===== config.mk =====
export PLATFORM = sky130hd
export DESIGN_NAME = forward_accumulate
export DESIGN_NICKNAME = d
export VERILOG_FILES = /design/src/rtl/nn_pkg.sv /design/src/rtl/argmax_seq.sv /design/src/rtl/forward_accumulate.sv
export SDC_FILE = /design/constraint.sdc
export NUM_CORES = 2
export LEC_CHECK = 0
export BUFFER_PORTS_ARGS = -buffer_cell sky130_fd_sc_hd__buf_2
export CAP_MARGIN = 20
export CORE_MARGIN = 2
export CORE_UTILIZATION = 50
export DETAILED_ROUTE_END_ITERATION = 16
export PLACE_DENSITY = 0.67
export REMOVE_ABC_BUFFERS = 1
export SETUP_SLACK_MARGIN = 0.05
export SYNTH_ARGS = -nofsm -noshare
export SYNTH_HDL_FRONTEND = slang
export SYNTH_SLANG_ARGS = --single-unit

===== constraint.sdc =====
create_clock -name clk -period 14.58 [get_ports clk]
set_clock_uncertainty 0.15 [all_clocks]
set_input_delay 2.187 -clock clk [delete_from_list [all_inputs] [get_ports clk]]
set_output_delay 2.187 -clock clk [all_outputs]
set_load 0.05 [all_outputs]

===== src/rtl/nn_pkg.sv =====
// Shared definitions for the MNIST forward/training datapath: sizes, weight row type,
// forward FSM states and the class-index to digit mapping.
package nn_pkg;

  localparam int NUM_PIXELS  = 784;
  localparam int NUM_CLASSES = 10;
  localparam int ADDR_W      = 10;

  typedef logic [NUM_CLASSES-1:0][15:0] weight_row_t;

  typedef enum logic [2:0] {
    IDLE,
    ACCUM,
    DRAIN,
    ARGMAX,
    DONE
  } fwd_state_t;

  // Class index 9 is digit 0, index 0 is digit 9.
  function automatic logic [3:0] class_to_digit(input logic [3:0] idx);
    return 4'd9 - idx;
  endfunction

endpackage


===== src/rtl/argmax_seq.sv =====
// Sequential max-index scanner: one element per cycle from index N-1 down to 0.
// Ties keep the earlier (higher) index; done_o and idx_o are valid in the last scan cycle.
module argmax_seq
  import nn_pkg::*;
#(
  parameter int N = NUM_CLASSES,
  parameter int W = 32
) (
  input  logic                      clk,
  input  logic                      reset,
  input  logic                      start_i,
  input  logic [N-1:0][W-1:0]       values_i,
  output logic                      done_o,
  output logic [$clog2(N)-1:0]      idx_o
);

  localparam int IW = $clog2(N);

  logic [IW-1:0]       idx_q;
  logic [IW-1:0]       scan_idx;
  logic [IW-1:0]       best_idx_q;
  logic [IW-1:0]       best_idx_d;
  logic signed [W-1:0] best_q;
  logic signed [W-1:0] best_d;
  logic signed [W-1:0] cand;
  logic                run_q;
  logic                take;

  always_comb begin
    scan_idx   = start_i ? IW'(N - 1) : idx_q;
    cand       = $signed(values_i[scan_idx]);
    // The first element is taken unconditionally; later ones must be strictly greater.
    take       = start_i || (cand > best_q);
    best_d     = take ? cand : best_q;
    best_idx_d = take ? scan_idx : best_idx_q;
    done_o     = (start_i || run_q) && (scan_idx == '0);
    idx_o      = best_idx_d;
  end

  always_ff @(posedge clk) begin
    if (reset) begin
      run_q      <= 1'b0;
      idx_q      <= '0;
      best_q     <= '0;
      best_idx_q <= '0;
    end else begin
      if (start_i) begin
        run_q <= 1'b1;
        idx_q <= IW'(N - 2);
      end else if (run_q) begin
        idx_q <= idx_q - IW'(1);
        if (idx_q == '0) run_q <= 1'b0;
      end
      if (start_i || run_q) begin
        best_q     <= best_d;
        best_idx_q <= best_idx_d;
      end
    end
  end

endmodule


===== src/rtl/forward_accumulate.sv =====
// Forward pass for the single-layer MNIST classifier: accumulates weight rows of set pixels,
// then picks the winning class. Optional macro FWD_SATURATE_EN clamps scores instead of truncating.
module forward_accumulate
  import nn_pkg::*;
#(
  parameter int NUM_PIXELS  = 784,
  parameter int NUM_CLASSES = 10,
  parameter int ACC_W       = 32
) (
  input  logic        clk,
  input  logic        reset,
  input  logic        start_pixel,
  input  logic        start_stream,
  input  logic        pixel,
  output logic [9:0]  rd_addr,
  input  weight_row_t weights_in,
  output weight_row_t output_test,
  output logic [3:0]  digit,
  output logic        result_valid,
  output logic        busy
);

  localparam logic [9:0] LAST_PIX = 10'(NUM_PIXELS - 1);

  fwd_state_t                        state_q;
  logic [9:0]                        count_q;
  logic                              pix_q;
  logic                              vld_q;
  logic                              am_start_q;
  logic [NUM_CLASSES-1:0][ACC_W-1:0] acc_q;
  logic [NUM_CLASSES-1:0][ACC_W-1:0] cmp_vals;
  weight_row_t                       out_conv;
  weight_row_t                       output_test_q;
  logic [3:0]                        digit_q;
  logic                              result_valid_q;
  logic                              am_done;
  logic [3:0]                        am_idx;

  genvar gi;
  generate
    for (gi = 0; gi < NUM_CLASSES; gi++) begin : g_conv
`ifdef FWD_SATURATE_EN
      localparam logic signed [ACC_W-1:0] SAT_MAX = ACC_W'(32767);
      localparam logic signed [ACC_W-1:0] SAT_MIN = -ACC_W'(32768);
      assign out_conv[gi] = ($signed(acc_q[gi]) > SAT_MAX) ? 16'h7fff :
                            ($signed(acc_q[gi]) < SAT_MIN) ? 16'h8000 : acc_q[gi][15:0];
      assign cmp_vals[gi] = {{(ACC_W-16){out_conv[gi][15]}}, out_conv[gi]};
`else
      assign out_conv[gi] = acc_q[gi][15:0];
      assign cmp_vals[gi] = acc_q[gi];
`endif
    end
  endgenerate

  argmax_seq #(.N(NUM_CLASSES), .W(ACC_W)) u_argmax (
    .clk     (clk),
    .reset   (reset),
    .start_i (am_start_q),
    .values_i(cmp_vals),
    .done_o  (am_done),
    .idx_o   (am_idx)
  );

  always_ff @(posedge clk) begin
    if (reset) begin
      state_q        <= IDLE;
      count_q        <= '0;
      pix_q          <= 1'b0;
      vld_q          <= 1'b0;
      am_start_q     <= 1'b0;
      acc_q          <= '0;
      output_test_q  <= '0;
      digit_q        <= '0;
      result_valid_q <= 1'b0;
    end else begin
      am_start_q     <= 1'b0;
      result_valid_q <= 1'b0;
      vld_q          <= 1'b0;
      // Weight row arrives one cycle after its address; pixels are binary so it is add-or-skip.
      if (vld_q && pix_q) begin
        for (int i = 0; i < NUM_CLASSES; i++)
          acc_q[i] <= acc_q[i] + ACC_W'($signed(weights_in[i]));
      end
      case (state_q)
        IDLE: begin
          if (start_pixel) begin
            acc_q   <= '0;
            count_q <= '0;
            state_q <= ACCUM;
          end
        end
        ACCUM, DRAIN: begin
          if (start_pixel) begin
            acc_q   <= '0;
            count_q <= '0;
            state_q <= ACCUM;
          end else if (state_q == DRAIN) begin
            am_start_q <= 1'b1;
            state_q    <= ARGMAX;
          end else if (start_stream) begin
            pix_q   <= pixel;
            vld_q   <= 1'b1;
            count_q <= count_q + 10'd1;
            if (count_q == LAST_PIX) state_q <= DRAIN;
          end
        end
        ARGMAX: begin
          // Results are registered on entry to DONE so they are visible during the DONE cycle.
          if (am_done) begin
            output_test_q  <= out_conv;
            digit_q        <= class_to_digit(am_idx);
            result_valid_q <= 1'b1;
            state_q        <= DONE;
          end
        end
        DONE:    state_q <= IDLE;
        default: state_q <= IDLE;
      endcase
    end
  end

  assign rd_addr      = count_q;
  assign output_test  = output_test_q;
  assign digit        = digit_q;
  assign result_valid = result_valid_q;
  assign busy         = (state_q != IDLE);

endmodule

==> impl_metrics.tcl <==
set metrics [dict create \
    met3_wirelength_um 8600 \
    tritoncts "done" \
    vias 34874 \
    clk_pin_slew_ps 60 \
    grt_pass1_wl_um 182000 \
    grt_max_degree 176 \
    maxSlewViolCount 0 \
    gp_congestion 0.979 \
    ir_worst_vdd_mv 0.0699 \
    holdCritStartpoint "output_test[117]" \
    die_y_um 275 \
    via_per_inst 5.97 \
    hpwl_um 87000 \
    hold_path.class "reg -> reg" \
    fmax_mhz 151 \
    tns_ps 0 \
    routed.top_layer "met5" \
    rr_endpoint "digit[3]" \
    netlist_instances 4636 \
    worstSetupEndpointType "flip-flop" \
    leakagePower_nw 18.1 \
    setup_ws_ps 7970 \
    ff2ff_setup_slack_ps 7970 \
    antenna_found_initial 5 \
    final_cell_mix "847 x nand2_1, 604 x a21oi_1, 541 x dfxtp_1, 345 x ha_1, 339 x buf_2" \
    cp-startpoint "am_start_q" \
    grt_pass1_vias 32591 \
    drive_gt1_share_pct 11.5 \
    period_needed_ps 6610 \
    grt_usage_pct 30.5 \
    final_common_cell "nand2_1" \
    die-area_sq_um 75600 \
    ys_seq_area_share_pct 29.6 \
    numPortBuffers 340 \
    clk_root_buffer_cell "clkbuf_16" \
    final-setup-viol-count 0 \
    fin_crit_sh_pct 45.3 \
    die-width_um 275 \
    place_ws_ps 8120 \
    finalHoldViolCount 0 \
    synth_ff_type "dfxtp_1" \
    cellPowerDensity_nw_per_um2 83.3 \
    ys_seq_elements 542 \
    post_cts_resized 0 \
    required_ps 14940 \
    ioPinCount 341 \
    initial_core_util_pct 50.4 \
    overflow 0 \
    drt_iter0_drc 2840 \
    core_sq_um 72800 \
    synth_cell_types 86 \
    syn2layout_area_growth_pct 12.3 \
    nets 5361 \
    rsz0062_at_grt "false" \
    drv_cap 0 \
    totalWireLength_um 118000 \
    wl_met1_um 52900 \
    insertion_delay_ps 620 \
    clk_path_buf_depth 3 \
    worst_pin_slew_ps 1180 \
    drtAntennaViolNets 0 \
    wl_per_cell_um 20.2 \
    numCtsBuffers 66 \
    status "completed" \
    synth_edf_count 0 \
    yosys_warnings 0 \
    drc 0 \
    post_cts_buffers 0 \
    crit_path_max_fanout 51 \
    endpoint "digit[3]" \
    whs_ps 298 \
    arrival_ps 6970 \
    worstRegToRegCells 19 \
    clock_sink_count 542 \
    syn_area_per_cell_sq_um 7.92 \
    r2r_start "am_start_q" \
    wl_met2_um 52800 \
    cts.hold.buffers_added 0 \
    path_class "reg -> reg" \
    first_pass_iters 5 \
    async_flop_share_pct 0 \
    synth_area_sq_um 36700 \
    relSlewSlack_pct 21.6 \
    htree_num_levels 3 \
    critPathLaunchType "flip-flop" \
    fp-row-count 99 \
]
## synth_stat cells, drive strengths merged, types with 15 or more instances
library cell	count	area, sq um
nand2	849	3190
a21oi	609	3060
dfxtp	542	10900
ha	345	4320
o21ai	269	1370
nor2	266	998
clkbuf	188	706
a21o	176	1320
mux2i	174	1740
xnor2	169	1480
inv	113	424
a211oi	95	713
xor2	95	832
nand3	69	345
o21bai	54	405
nand4	47	294
a31oi	43	269
buf	41	180
nor3	39	195
o22ai	35	219
and3	32	201
nand2b	28	175
mux4	27	608
and2	24	151
o21a	24	180
nor2b	20	125
o211ai	20	150
or3	20	125
or2	18	113
a221oi	15	138
## registers in the layout (all words and copies together), names as in the netlist
register	flops
acc_q	320
am_start_q	1
digit	4
output_test	160
pix_q	1
rd_addr	10
result_valid	1
state_q	3
u_argmax.best_idx_q	4
u_argmax.best_q	32
u_argmax.idx_q	4
u_argmax.run_q	1
vld_q	1
## per-layer routing
layer	vias up	track usage (%)
li1	17074	-
met1	16405	42.3
met2	1188	49.1
met3	201	3.83
met4	6	10.2
met5	-	0
## final cells by class
cell class / instances / area, sq um
multi-input combinational: 3752 / 24600
antenna: 2 / 5.00
fill: 6976 / 31600
timing repair buffer: 366 / 1930
inverter: 113 / 424
sequential: 542 / 10900
tap: 959 / 1200
clock inverter: 16 / 256
clock buffer: 96 / 1940
## worst min-delay path by stage
| stage | to | slack [ps] | cells past startpoint |
|---|---|---|---|
| after global placement | output_test[106] | 290 | 2 |
| after detailed placement | output_test[39] | 290 | 2 |
| after floorplan | u_argmax.best_q[0] | 280 | 2 |
| after CTS | output_test[8] | 300 | 2 |
| final | output_test[117] | 300 | 2 |
| after global routing | output_test[58] | 320 | 2 |
## stage by stage
step                      area, sq um  power (W)  cells  util, %
after floorplan                 35800    0.00168   4407        -
after global placement          39000    0.00177   5732     53.6
after detailed placement        39000    0.00177   5732     53.6
after CTS                       41200    0.00346   5844     56.6
after global routing            41200    0.00354   5844     56.6
final                           41200    0.00343   5846     56.6
## worst max-delay path: stages (launching register included)
cell	delay, ps
dfxtp_1	490
nor2_4	190
buf_4	650
buf_4	830
mux2i_1	190
mux4_2	500
o22ai_1	220
ha_1	290
nor2b_1	130
o21ai_0	140
nand2b_1	70
a21oi_1	240
o221a_2	290
o21ai_1	90
mux2i_1	670
mux2_2	290
nand2_1	60
ha_1	220
or3_1	370
a311oi_1	260
## logic make-up (layout without fill, tap and decap cells)
family	after synthesis	after routing	synth area share (%)
fa+ha+maj	355	355	12.3
compound gates	1470	1470	24.6
flops	542	542	29.6
buf+inv	342	591	3.57
other cells	0	2	0
mux	207	207	6.59
simple gates	1456	1456	17.0
xor+xnor	264	264	6.30
## power breakdown
part	switching (W)	total [W]	internal, W
sequential	0.00000213	0.00149	0.00148
clock	0.000678	0.00169	0.00101
combinational	0.000167	0.000259	0.0000926
Note: power is estimated with default switching activity, not from simulation.
